## config.mk

```make
export PLATFORM = sky130hd
export DESIGN_NAME = parking_session_ctrl
export DESIGN_NICKNAME = d
export VERILOG_FILES = /design/src/rtl/parking_pkg.sv /design/src/rtl/parking_session_ctrl_sat_counter.sv /design/src/rtl/parking_session_ctrl.sv
export SDC_FILE = /design/constraint.sdc
export NUM_CORES = 1
export LEC_CHECK = 0
export BUFFER_PORTS_ARGS = -buffer_cell sky130_fd_sc_hd__buf_2
export CORE_MARGIN = 2
export CORE_UTILIZATION = 40
export CTS_CLUSTER_DIAMETER = 80
export DETAILED_ROUTE_END_ITERATION = 16
export PLACE_DENSITY = 0.72
export SLEW_MARGIN = 15
export SYNTH_ARGS = -nofsm -noshare
export SYNTH_HDL_FRONTEND = slang
export SYNTH_SLANG_ARGS = --single-unit
```

## constraint.sdc

```tcl
create_clock -name clk -period 4.8 [get_ports clk]
set_clock_uncertainty 0.2 [all_clocks]
set_input_delay 0.96 -clock clk [delete_from_list [all_inputs] [get_ports clk]]
set_output_delay 0.96 -clock clk [all_outputs]
set_load 0.02 [all_outputs]
```

## src/rtl/parking_pkg.sv

```systemverilog
// Shared encodings, widths and helpers for the parking session controller.
package parking_pkg;

  localparam int SEC_W  = 12;
  localparam int COST_W = 14;

  localparam logic [SEC_W-1:0]  SEC_MAX  = 12'd4095;
  localparam logic [COST_W-1:0] COST_MAX = 14'd16383;

  // Session FSM encoding; codes 5-7 are illegal and recover to IDLE.
  typedef enum logic [2:0] {
    ST_IDLE  = 3'd0,
    ST_RUN   = 3'd1,
    ST_QUOTE = 3'd2,
    ST_PAY   = 3'd3,
    ST_DONE  = 3'd4
  } state_t;

  // Adds a coin to the running total, clamping at COST_MAX.
  function automatic logic [COST_W-1:0] sat_add(input logic [COST_W-1:0] a,
                                                input logic [7:0]        b);
    logic [COST_W:0] sum;
    sum = {1'b0, a} + {{(COST_W + 1 - 8){1'b0}}, b};
    if (sum > {1'b0, COST_MAX}) begin
      sat_add = COST_MAX;
    end else begin
      sat_add = sum[COST_W-1:0];
    end
  endfunction

endpackage

```

## src/rtl/parking_session_ctrl_sat_counter.sv

```systemverilog
// Saturating up-counter with synchronous clear and a sticky overflow flag.
// The flag is raised by an enable arriving while the count already sits at MAX.
module sat_counter #(
  parameter int             W   = 12,
  parameter logic [W-1:0]   MAX = {W{1'b1}}
) (
  input  logic         clk,
  input  logic         rst_n,
  input  logic         clr,
  input  logic         en,
  output logic [W-1:0] count,
  output logic         ovf
);

  // Count register and overflow flag; clear takes priority over enable.
  always_ff @(posedge clk or negedge rst_n) begin
    if (!rst_n) begin
      count <= '0;
      ovf   <= 1'b0;
    end else if (clr) begin
      count <= '0;
      ovf   <= 1'b0;
    end else if (en) begin
      if (count == MAX) begin
        ovf <= 1'b1;
      end else begin
        count <= count + 1'b1;
      end
    end
  end

endmodule

```

## src/rtl/parking_session_ctrl.sv

```systemverilog
// Parking session controller: times a session in seconds, latches a quote
// from the external cost converter, accumulates coins and reports change.
// Handshake: every control input (start, stop, tick_1hz, coin_valid, clear)
// is a single-cycle strobe sampled on the rising edge; there is no back-pressure,
// so a strobe that is not applicable in the current state is simply dropped
// (coins dropped this way are flagged on coin_reject).
module parking_session_ctrl
  import parking_pkg::*;
(
  input  logic              clk,
  input  logic              rst_n,
  input  logic              tick_1hz,
  input  logic              start,
  input  logic              stop,
  input  logic              clear,
  input  logic [7:0]        sw,
  input  logic              coin_valid,
  input  logic [7:0]        coin_value,
  input  logic [COST_W-1:0] cost_in,
  output logic [7:0]        cfg_sw,
  output logic [SEC_W-1:0]  sec_count,
  output logic [COST_W-1:0] amount_due,
  output logic [COST_W-1:0] paid,
  output logic [COST_W-1:0] change,
  output logic [2:0]        state,
  output logic              time_ovf,
  output logic              coin_reject
);

  state_t              state_q;
  state_t              state_d;
  logic [COST_W-1:0]   paid_sum;
  logic                start_sess;
  logic                cnt_clr;
  logic                cnt_en;

  assign state      = state_q;
  assign paid_sum   = sat_add(paid, coin_value);
  assign start_sess = !clear && start && ((state_q == ST_IDLE) || (state_q == ST_DONE));
  assign cnt_clr    = clear || start_sess;
  // A tick coinciding with stop still counts because RUN is the current state.
  assign cnt_en     = !clear && (state_q == ST_RUN) && tick_1hz;

  // Elapsed-seconds counter; its sticky overflow is the time_ovf flag.
  sat_counter #(
    .W   (SEC_W),
    .MAX (SEC_MAX)
  ) u_sec_counter (
    .clk   (clk),
    .rst_n (rst_n),
    .clr   (cnt_clr),
    .en    (cnt_en),
    .count (sec_count),
    .ovf   (time_ovf)
  );

  // State register.
  always_ff @(posedge clk or negedge rst_n) begin
    if (!rst_n) begin
      state_q <= ST_IDLE;
    end else begin
      state_q <= state_d;
    end
  end

  // Next-state logic; clear overrides every transition.
  always_comb begin
    state_d = state_q;
    if (clear) begin
      state_d = ST_IDLE;
    end else begin
      case (state_q)
        ST_IDLE:  if (start) state_d = ST_RUN;
        ST_RUN:   if (stop)  state_d = ST_QUOTE;
        ST_QUOTE: state_d = (cost_in == '0) ? ST_DONE : ST_PAY;
        ST_PAY:   if (coin_valid && (paid_sum >= amount_due)) state_d = ST_DONE;
        ST_DONE:  if (start) state_d = ST_RUN;
        default:  state_d = ST_IDLE;
      endcase
    end
  end

  // Session datapath: configuration latch, quote, payment and change.
  always_ff @(posedge clk or negedge rst_n) begin
    if (!rst_n) begin
      cfg_sw      <= '0;
      amount_due  <= '0;
      paid        <= '0;
      change      <= '0;
      coin_reject <= 1'b0;
    end else begin
      coin_reject <= coin_valid && (state_q != ST_PAY);
      if (clear) begin
        amount_due <= '0;
        paid       <= '0;
        change     <= '0;
      end else if (start_sess) begin
        cfg_sw <= sw;
        paid   <= '0;
        change <= '0;
      end else if (state_q == ST_QUOTE) begin
        amount_due <= cost_in;
      end else if ((state_q == ST_PAY) && coin_valid) begin
        paid <= paid_sum;
        if (paid_sum >= amount_due) begin
          change <= paid_sum - amount_due;
        end
      end
    end
  end

endmodule

```

Word level (Yosys, flattened, before mapping)

Cells that the tools add are included.

Add/sub/neg operators: 3
$lt $le $gt $ge: 2
Eq/ne operators: 12
Muxes and demuxes: 25
Bitwise operators: 1
Reduce and logical (&&, ||, !) cells: 25

Operator list:

| kind                  | number |
|---|---|
| $mux 14               | 13 |
| $mux 12               | 3 |
| $add 14x8->15         | 1 |
| $gt 15x14->1 const B  | 1 |
| $mux 3                | 5 |
| $ge 14x14->1          | 1 |
| $logic_not 14->1      | 1 |
| $sub 14x14->14        | 1 |
| $add 12x1->12 const B | 1 |
| $eq 12x12->1 const B  | 1 |
| $pmux 3 s4            | 1 |
| $reduce_and 2->1      | 5 |
| $ne 3x3->1 const B    | 3 |
| $logic_and 1x1->1     | 7 |
| $eq 3x2->1 const B    | 2 |
| $reduce_and 3->1      | 2 |
| $reduce_bool 2->1     | 3 |
| $reduce_bool 3->1     | 2 |
| $ne 2x2->1 const B    | 2 |
| $eq 3x1->1 const B    | 1 |
| $eq 3x3->1 const B    | 1 |
| $logic_not 3->1       | 1 |
| $mux 1                | 3 |
| $ne 3x1->1 const B    | 1 |
| other kinds (5)       | 6 |

Flip-flop bits (word level): 67
Input bits: 37
Output and inout bits: 67
Word-level logic and storage cells: 76

Depth between registers and ports, before layout

Gate-level depths: netlist (run 1).

Depth after elaboration: 9
Gate-level depth with buffers: 18
Mapped depth without buffers: 16

Cells and area by module

From an unflattened synthesis (run 1), not the netlist that was laid out.

Cell total of the unflattened synthesis: 440
Area, all modules: 4,202.8 µm²

Modules (own cells, without submodules):

| module               | times used | cells each | area each (µm²) | sequential area each (µm²) |
|---|---|---|---|---|
| parking_session_ctrl | 1          | 369        | 3,505.9         | 1,351.3 |
| sat_counter          | 1          | 71         | 696.9           | 325.3 |

Worst setup path after synthesis (run 1)

No wires, ideal clock.

Kind: input-to-reg
From: input coin_value[0]
To: register change[7]
Setup time: 0.078 ns
Data arrival time: 4.014 ns
Data required time: 4.522 ns
Slack: 0.508 ns
Stages on the path: 18
Buffers on the path: 2
Path through: ha_1 -> inv_1 -> fa_1 -> and2b_1 -> o2111ai_2 -> a311oi_1 -> buf_2 -> nor2_1 -> ha_1 -> inv_1 -> fa_1 -> a21o_1 -> a22o_1 -> a21oi_2 -> a21oi_2 -> buf_4 -> nand2b_1 -> a21oi_1

Word-level cells in the longest chain between the ends: 9
Elaborated cells on any way between the ends: 12
Those cells by class: add/sub (2); order compare (2); mux (6); reduce/logical (2)

Ends and longest elaborated chain:

| element              | line                        | RTL |
|---|---|---|
| from (decl)          | parking_session_ctrl.sv:18  | `input logic [7:0] coin_value,` |
| $add 14x8->15 *      | parking_pkg.sv:23           | `sum = {1'b0, a} + {{(COST_W + 1 - 8){1'b0}}, b};` |
| $gt 15x14->1         | parking_pkg.sv:24           | `if (sum > {1'b0, COST_MAX}) begin` |
| $mux 14 *            | parking_pkg.sv:24           |  |
| $sub 14x14->14       | parking_session_ctrl.sv:106 | `change <= paid_sum - amount_due;` |
| $mux 14              | parking_session_ctrl.sv:105 | `if (paid_sum >= amount_due) begin` |
| $mux 14              | parking_session_ctrl.sv:103 | `end else if ((state_q == ST_PAY) && coin_valid) begin` |
| $mux 14              | parking_session_ctrl.sv:101 | `end else if (state_q == ST_QUOTE) begin` |
| $mux 14              | parking_session_ctrl.sv:97  | `end else if (start_sess) begin` |
| $mux 14              | parking_session_ctrl.sv:93  | `if (clear) begin` |
| to (signal assigned) | parking_session_ctrl.sv:106 |  |
| to (decl)            | parking_session_ctrl.sv:24  | `output logic [COST_W-1:0] change,` |

Every way passes the cells marked *; elsewhere a longest branch is shown, timed or not. The select of a mux whose other input is x is not followed.
A chain may end at the register's enable or synchronous reset.

Worst setup path in the final report (run 1)

From: input coin_value[0]
To: register change[13]

The elaborated chain is that of the path after synthesis.

==> results.toml, run 1 <==
[timing]
timing.final.crit_share_pct = 91.9
drv_slew = 0
tns_ns = 0
finalCriticalPeriod_ns = 4.41
hold_viol_final = 0
fmaxAchievable_mhz = 227
slew_headroom_pct = 24.8
worstMarginPinSlew_ns = 1.13
rsz0062_at_grt = "false"
setup-violations-final = 0

[cts]
post_cts_buffers = 0
cts_resized = 0
cts_root_buf = "clkbuf_8"
clk_path_buf_depth = 2
cts-buffers-inserted = 9
cts_tree = "built"
cts_sinks = 67
insertion_delay_ns = 0.35
cts_hold_buf = 0
clk_pin_slew_ns = 0.08
cts_max_level = 3

[synth]
synth_area_leaders = "dfrtp_1 (40%), ha_1 (6.9%), nor2_1 (4.4%), a21oi_1 (3.2%), a22o_1 (3.1%)"
yosysWarnings = 0
yosysUniqueCellTypes = 55
yosys.area.top_type_share_pct = 40.1
yosysSeqAreaShare_pct = 40.1
ys_async_sr_fraction_pct = 100
synth_nets = 508
synth-edff-count = 0
syn_area_um2 = 4180
syn_area_per_cell_um2 = 9.36
ys.flop_type = "dfrtp_1"
synthCells = 446
synth_seq_cells = 67
yosys.area.top_type = "dfrtp_1"

[floorplanning]
ios = 104
die_width_um = 106
start_util_pct = 40.8
core_area_um2 = 10200
rows = 37
die_h_um = 106
dieArea_um2 = 11300

[global_route]
gr-total-overflow = 0
antenna_found_initial = 0
grt_pass1_wl_mm = 18.3
grt_start_max_net_pins = 33
first_global_vias = 3762
grt_util_all_layers_pct = 20.2

[drt]
first_pass_iters = 5
drtAntennaViolNets = 0
first_iter_violations = 297
viasPerCell = 5.51
wl_per_cell_um = 15.8
drc = 0
drt-total-wl_mm = 11.0
dr_total_vias = 3846

[worst_setup_path]
reg2reg_to = "change[13]"
cp_max_fo = 21
crit_required_ns = 4.87
slowest_delay_ns = 0.40
crit_path_end = "change[13]"
ff2ff_setup_slack_ns = 0.70
crit_family = "compound AO/OA/AOI/OAI gates"
endpoint_kind = "flop"
crit_buf_inv = 5
path_depth = 19
r2r_cells = 18
worstReg2RegStart = "paid[0]"
cp.arrival_ns = 4.48
path_cells = "buf_2 > ha_1 > inv_1 > fa_1 > and2b_1 > o2111ai_2 > a311oi_1 > buf_4 > nor2_1 > ha_1 > inv_1 > fa_1 > a21o_1 > a22o_1 > a21oi_2 > a21oi_2 > buf_12 > nand2b_1 > a21oi_1"
critPathLaunchType = "input pin"
crit_type = "in -> reg"
crit_start = "coin_value[0]"
cp_slowest_cell = "fa_1"

[power]
leakagePower_nw = 2.43
combPwrFrac_pct = 20.8
p_int_w = 0.000958
p_per_area_nw_per_um2 = 270
pwr-share-clk_pct = 34.7
p_sw_w = 0.000417
p_sw_share_pct = 30.3
ir_drop_mv = 0.234
power_frac_seq_pct = 44.6

[placement]
hpwl_mm = 8.59
port_buffers = 103
gp_congestion = 0.925
place_area_um2 = 4890

[final_layout]
finalNetCount = 619
postLayoutCellArea_um2 = 5090
layout_commonest_cell = "buf_2"
area_delta_synth_final_pct = 21.9
drive_gt1_share_pct = 27.2
final_cell_mix = "buf_2 (103), dfrtp_1 (67), nor2_1 (49)"
seq_area_um2 = 1680
nFillCells = 1004
multi_input_area_um2 = 2320
antenna_cells = 0

[status]
status = "finished clean"

[hold_path]
hold_depth = 2
min_path_type = "reg -> reg"

[run]
maxCapViolCount = 0
## metrics by stage
step / util (%) / setup slack (ns) / total power [W] / instances / hold slack, ns
final: 49.7 / 0.391 / 0.00137 / 698 / 0.311
after global routing: 49.7 / 0.108 / 0.00144 / 698 / 0.332
after CTS: 49.7 / 0.408 / 0.00138 / 698 / 0.316
after detailed placement: 47.8 / 0.0554 / 0.000908 / 682 / 0.297
after global placement: 47.8 / 0.206 / 0.000898 / 682 / 0.283
after floorplan: - / 0.508 / 0.000804 / 446 / 0.395
## synth_stat cells (all sizes together), types with 5 or more instances
master / instances
a21oi: 29
nand2b: 9
nor4: 6
nand3: 15
a21o: 5
nand2: 31
a22o: 15
xnor2: 11
nor2: 49
or3: 6
and3: 5
o211ai: 6
nor3: 14
mux2: 11
xor2: 14
o21ai: 19
clkbuf: 9
buf: 7
or2: 5
mux2i: 12
a31oi: 6
ha: 23
dfrtp: 67
inv: 26
## worst min-delay path, delay by kind of cell (launching register included)
family	cells	cell delay [ns]
compound gates	1	0.05
flops	1	0.35
simple gates	1	0.08
## power by group through the flow
stage | clock network (W) | logic, W | registers, W
floorplan | 0 | 0.000153 | 0.000651
global placement | 0 | 0.000277 | 0.000621
detailed placement | 0 | 0.000285 | 0.000622
CTS | 0.000483 | 0.000285 | 0.000612
global route | 0.000511 | 0.000312 | 0.000616
finish | 0.000476 | 0.000286 | 0.000612
## state kept, by name, indices dropped and copies added (netlist names)
signal and flops:
paid 14, u_sec_counter.count 12, change 14, state 3
coin_reject 1, u_sec_counter.ovf 1, amount_due 14, cfg_sw 8
## cell families (layout without fill, tap and decap cells)
kind of cell	Yosys count	after routing	share of synthesized area (%)
compound gates	108	108	18.4
xor+xnor	25	25	5.24
fa+ha+maj	25	25	7.85
buf+inv	42	158	4.19
flops	67	67	40.1
mux	23	23	5.84
simple gates	156	156	18.4
## metal layers
layer / global-route usage [%] / up-vias / part of all wire [%]
met5: 0 / - / 0
li1: - / 1829 / -
met4: 7.14 / 0 / 2.1
met2: 33.1 / 130 / 48
met1: 26.7 / 1866 / 44
met3: 3.99 / 21 / 5.5
## final cells by class
cell class	instances	area share (%)
clock inverters	4	0.983
flip-flops and latches	67	32.9
clock buffers	12	2.85
well taps	136	3.34
multi-input cells	337	45.7
repair buffers	116	12.3
inverters	26	1.92
## worst min-delay path by stage
stage | from | end | slack [ns]
finish | u_sec_counter.ovf | u_sec_counter.ovf | 0.31
global route | cfg_sw[2] | cfg_sw[2] | 0.33
CTS | u_sec_counter.ovf | u_sec_counter.ovf | 0.32
detailed placement | u_sec_counter.ovf | u_sec_counter.ovf | 0.30
global placement | u_sec_counter.ovf | u_sec_counter.ovf | 0.28
floorplan | u_sec_counter.ovf | u_sec_counter.ovf | 0.39
(Power assumes the default switching activity.)
==> inputs of run 2 (changes only) <==
- SETUP_SLACK_MARGIN: unset -> 0.5
==> run 2 against run 1 <==
Net effect:
- first-iteration DRC count fell by 15%
- critical path depth is the same
- combinational power rose by 17%
- critical path type unchanged
==> results.toml, run 2 (synthesis gave the netlist of run 1 again) <==
[global_route]
first_global_vias = 3771
grt_pass1_wl_mm = 18.3
antenna_found_initial = 0
grt_start_max_net_pins = 33
grt_use_met3_pct = 3.99
gr-total-overflow = 0
grt_util_met2_pct = 33.2
grt_util_all_layers_pct = 20.2
busiest_layer = "met2"
met1_usage_pct = 26.5

[cts]
cts_hold_buf = 0
clk_path_buf_depth = 2
cts_root_buf = "clkbuf_8"
clk_pin_slew_ns = 0.08
cts_max_level = 3
cts-buffers-inserted = 9
cts_sinks = 67
insertion_delay_ns = 0.34
cts_tree = "built"

[drt]
drt-total-wl_mm = 12.1
viasPerCell = 5.60
first_iter_violations = 251
drc = 0
first_pass_iters = 4
dr_total_vias = 3975
drtAntennaViolNets = 0
wl_per_cell_um = 17.0

[floorplanning]
ios = 104
rows = 37
core_area_um2 = 10200
dieArea_um2 = 11300
start_util_pct = 40.8
die_h_um = 106
die_width_um = 106

[placement]
port_buffers = 103
dp.cells = 682
hpwl_mm = 8.59
gp_congestion = 0.925

[final_layout]
drive_gt1_share_pct = 35.2
finalNetCount = 631
antenna_cells = 0
area_delta_synth_final_pct = 31.6
largestRegisters = "amount_due (14), change (14), paid (14)"
final_cell_mix = "buf_2 (102), dfrtp_1 (67), nor2_1 (48)"
layout_commonest_cell = "buf_2"
fin_cells = 710

[timing]
slew_headroom_pct = 26.8
fmaxAchievable_mhz = 237
worstMarginPinSlew_ns = 1.10
finalCriticalPeriod_ns = 4.22
rsz0062_at_grt = "false"
timing.final.crit_share_pct = 87.9
setup-violations-final = 0
drv_slew = 0
hold_viol_final = 0
tns_ns = 0

[worst_setup_path]
cp_max_fo = 8
cp_slowest_cell = "fa_2"
cp.arrival_ns = 4.25
crit_family = "compound AO/OA/AOI/OAI gates"
crit_buf_inv = 5
crit_type = "in -> reg"
crit_required_ns = 4.83
critPathLaunchType = "input pin"
path_cells = "buf_6 > ha_4 > inv_2 > fa_2 > and2b_2 > o2111ai_4 > a311oi_2 > buf_4 > nor2_4 > ha_4 > inv_2 > fa_2 > a21o_1 > a22o_4 > a21oi_4 > a21oi_4 > clkbuf_16 > mux2i_1 > nor2_1"
endpoint_kind = "flop"
slowest_delay_ns = 0.36

[power]
ir_drop_mv = 0.234
leakagePower_nw = 2.52
p_per_area_nw_per_um2 = 259

[run]
maxCapViolCount = 0

[hold_path]
min_path_type = "reg -> reg"

[status]
status = "finished clean"
==> run 2: changes by cell type in the layout (fill, tap and decap cells not counted), sizes merged <==
cell    previous run  this run
clkbuf            12        14
buf              116       126
==> run 2: area by class of cell <==
| cell class | instances | area, um^2 |
|---|---|---|
| clock inverters | 4 | 50.0 |
| clock buffers | 12 | 145 |
| inverters | 26 | 97.6 |
| flip-flops and latches | 67 | 1680 |
| repair buffers | 128 | 761 |
| well taps | 136 | 170 |
| fillers | 940 | 4740 |
| multi-input cells | 337 | 2590 |
==> run 2: worst paths after layout <==
path,start,to,slack (ns),cells after the start
max,coin_value[0],change[1],0.58,19
min,u_sec_counter.ovf,u_sec_counter.ovf,0.31,2
max reg2reg,paid[0],change[1],0.83,18
min reg2reg,u_sec_counter.ovf,u_sec_counter.ovf,0.31,2
max in group asynchronous,rst_n,cfg_sw[4],3.18,2
min in group asynchronous,rst_n,u_sec_counter.count[0],0.47,1
==> run 2: power by group <==
group	switching, W	internal (W)	total [W]	leakage, nW
sequential	0.0000220	0.000591	0.000613	0.913
combinational	0.000196	0.000139	0.000335	1.52
clock	0.000221	0.000254	0.000475	0.0926
total	0.000439	0.000984	0.00142	2.52
==> run 2: per-stage QoR <==
stage	util [%]	area, um^2	hold slack [ns]	power, W	setup slack (ns)
floorplan	-	4180	0.395	0.000804	0.508
global placement	47.8	4890	0.283	0.000898	0.206
detailed placement	47.8	4890	0.297	0.000908	0.0554
CTS	50.0	5110	0.316	0.00138	0.506
global route	53.7	5500	0.332	0.00149	0.448
finish	53.7	5500	0.309	0.00142	0.578
==> run 2: worst register-to-register path, delay by kind of cell (launching register included) <==
kind	cells	cell delay [ns]
AO/OA/AOI/OAI	6	1.27
adder cells (fa/ha/maj)	4	0.89
buffers and inverters	4	0.47
flip-flops	1	0.43
multiplexers	1	0.15
AND/OR/NAND/NOR	3	0.45
==> run 2: repair_timing <==
action	CTS	global route
setup endpoints to repair	16	17
resized for setup	3	50
pin swaps	1	18
buffers inserted	0	9
gates cloned	0	3
==> run 2: per-layer routing <==
metal,share of wire (%),wire length (um),up-vias
met1,42,5070,1936
met3,6.3,759,27
met2,49,5920,159
li1,-,-,1853
met5,0,0,-
met4,2.6,308,0
==> inputs of run 3 (changes only) <==
- CORE_MARGIN: 2 -> unset
==> run 3 against run 2 <==
Net effect:
- utilization grew 1.1 points
- combinational power decreased by 6.3%
- clock power decreased by 5.1%
- worst setup slack got worse by 0.0077 ns
- final area is 0.73% lower
- fmax decreased by 0.18%
- non-clock buffer count down 3
- highest routed layer unchanged
==> results.toml, run 3 (synthesis gave the netlist of run 1 again) <==
[final_layout]
seq_area_um2 = 1680
area_delta_synth_final_pct = 30.6
multi_input_area_um2 = 2590
fin_cells = 702
finalNetCount = 628
nFillCells = 933
largestRegisters = "amount_due (14), change (14), paid (14)"
drive_gt1_share_pct = 33.7
antenna_cells = 0
postLayoutCellArea_um2 = 5460
final_cell_mix = "buf_2 (102), dfrtp_1 (67), nor2_1 (47)"
layout_commonest_cell = "buf_2"

[floorplanning]
die_h_um = 104
rows = 36
ios = 104
dieArea_um2 = 10900
start_util_pct = 42.0
core_area_um2 = 9950
die_width_um = 104

[drt]
drt-total-wl_mm = 11.6
drtAntennaViolNets = 0
first_iter_violations = 204
wl_per_cell_um = 16.5
viasPerCell = 5.59
first_pass_iters = 4
drc = 0
dr_total_vias = 3924

[timing]
drv_slew = 0
slew_headroom_pct = 28.0
fmaxAchievable_mhz = 236
setup-violations-final = 0
finalCriticalPeriod_ns = 4.23
hold_ws_ns = 0.302
timing.final.crit_share_pct = 88.1
finalWorstSetupSlack_ns = 0.571
tns_ns = 0
worstMarginPinSlew_ns = 1.08
hold_viol_final = 0
rsz0062_at_grt = "true"

[global_route]
first_global_vias = 3725
grt_start_max_net_pins = 35
grt_use_met3_pct = 3.70
grt_util_met2_pct = 34.6
gr-total-overflow = 0
grt_util_all_layers_pct = 20.9
met1_usage_pct = 27.1
busiest_layer = "met2"
grt_pass1_wl_mm = 18.2
antenna_found_initial = 0

[worst_setup_path]
crit_buf_inv = 4
critPathLaunchType = "input pin"
crit_required_ns = 4.83
crit_family = "compound AO/OA/AOI/OAI gates"
path_depth = 17
cp_max_fo = 5
cpMostUsedCell = "ha_4"
cp_slowest_cell = "fa_2"
ff2ff_setup_slack_ns = 0.81
endpoint_kind = "flop"
slowest_delay_ns = 0.38
cp.arrival_ns = 4.26
crit_type = "in -> reg"
worstReg2RegStart = "paid[0]"
path_cells = "buf_6 > ha_4 > inv_4 > fa_2 > and2b_2 > o2111ai_4 > a31oi_4 > buf_4 > mux2_2 > ha_4 > o211ai_1 > a21oi_2 > o21ai_2 > a21oi_4 > clkbuf_16 > mux2i_1 > nor2_1"
r2r_cells = 16
crit_start = "coin_value[0]"

[hold_path]
hold_depth = 1
min_path_type = "reg -> reg"
hp-start = "cfg_sw[3]"

[cts]
clk_pin_slew_ns = 0.07
cts_hold_buf = 0
cts_max_level = 3
cts-buffers-inserted = 9
cts_sinks = 67
cts_tree = "built"
clk_path_buf_depth = 2
cts_root_buf = "clkbuf_8"
insertion_delay_ns = 0.34

[placement]
place_area_um2 = 4880
dp.cells = 678
port_buffers = 103
pre_cts_ws_ns = 0.0518
hpwl_mm = 8.49
gp_congestion = 0.873

[run]
maxCapViolCount = 0

[status]
status = "finished clean"

[power]
p_per_area_nw_per_um2 = 252
ir_drop_mv = 0.141
leakagePower_nw = 2.52
## run 3: cell count changes in the layout (fill, tap and decap cells not counted), moves of 2 or more
cell and change:
buf_4 -3, ha_1 +3, ha_2 -3, a21oi_2 -2, clkinvlp_4 -2, inv_2 -2
## run 3: worst paths after layout
path / end
min in group asynchronous: u_sec_counter.count[11]
hold / removal: cfg_sw[3]
max in group asynchronous: paid[9]
hold reg to reg: cfg_sw[3]
setup / recovery: change[4]
setup reg to reg: change[4]
## run 3: power breakdown
part | internal, W | switching [W]
Clock | 0.000247 | 0.000204
Combinational | 0.000127 | 0.000187
Sequential | 0.000591 | 0.0000201
Total | 0.000965 | 0.000411
## run 3: metal layers
metal | wire length, um | up-vias
met5 | 0 | -
met4 | 250 | 0
met3 | 617 | 22
met2 | 5660 | 141
met1 | 5050 | 1909
li1 | - | 1852
## run 3: through the flow
step | power (W) | utilization [%]
after CTS | 0.00136 | 51.1
after floorplan | 0.000804 | -
after detailed placement | 0.000904 | 49.1
after global placement | 0.000898 | 49.1
final | 0.00138 | 54.8
after global routing | 0.00144 | 54.8
## run 3: repair_timing
action / in CTS / in global routing
gates resized for setup: 3 / 47
hold endpoints to repair: 0 / 0
pin swaps: 0 / 16
endpoints found under the setup margin: 15 / 17
cloned: 0 / 3
buffers inserted: 0 / 7
## run 3: final cells by class
| type | instances | share of cell area (%) |
|---|---|---|
| inverter | 26 | 1.83 |
| sequential | 67 | 30.7 |
| tap | 133 | 3.05 |
| timing repair buffer | 125 | 13.5 |
| clock buffer | 11 | 2.59 |
| multi-input combinational | 337 | 47.5 |
| clock inverter | 3 | 0.734 |
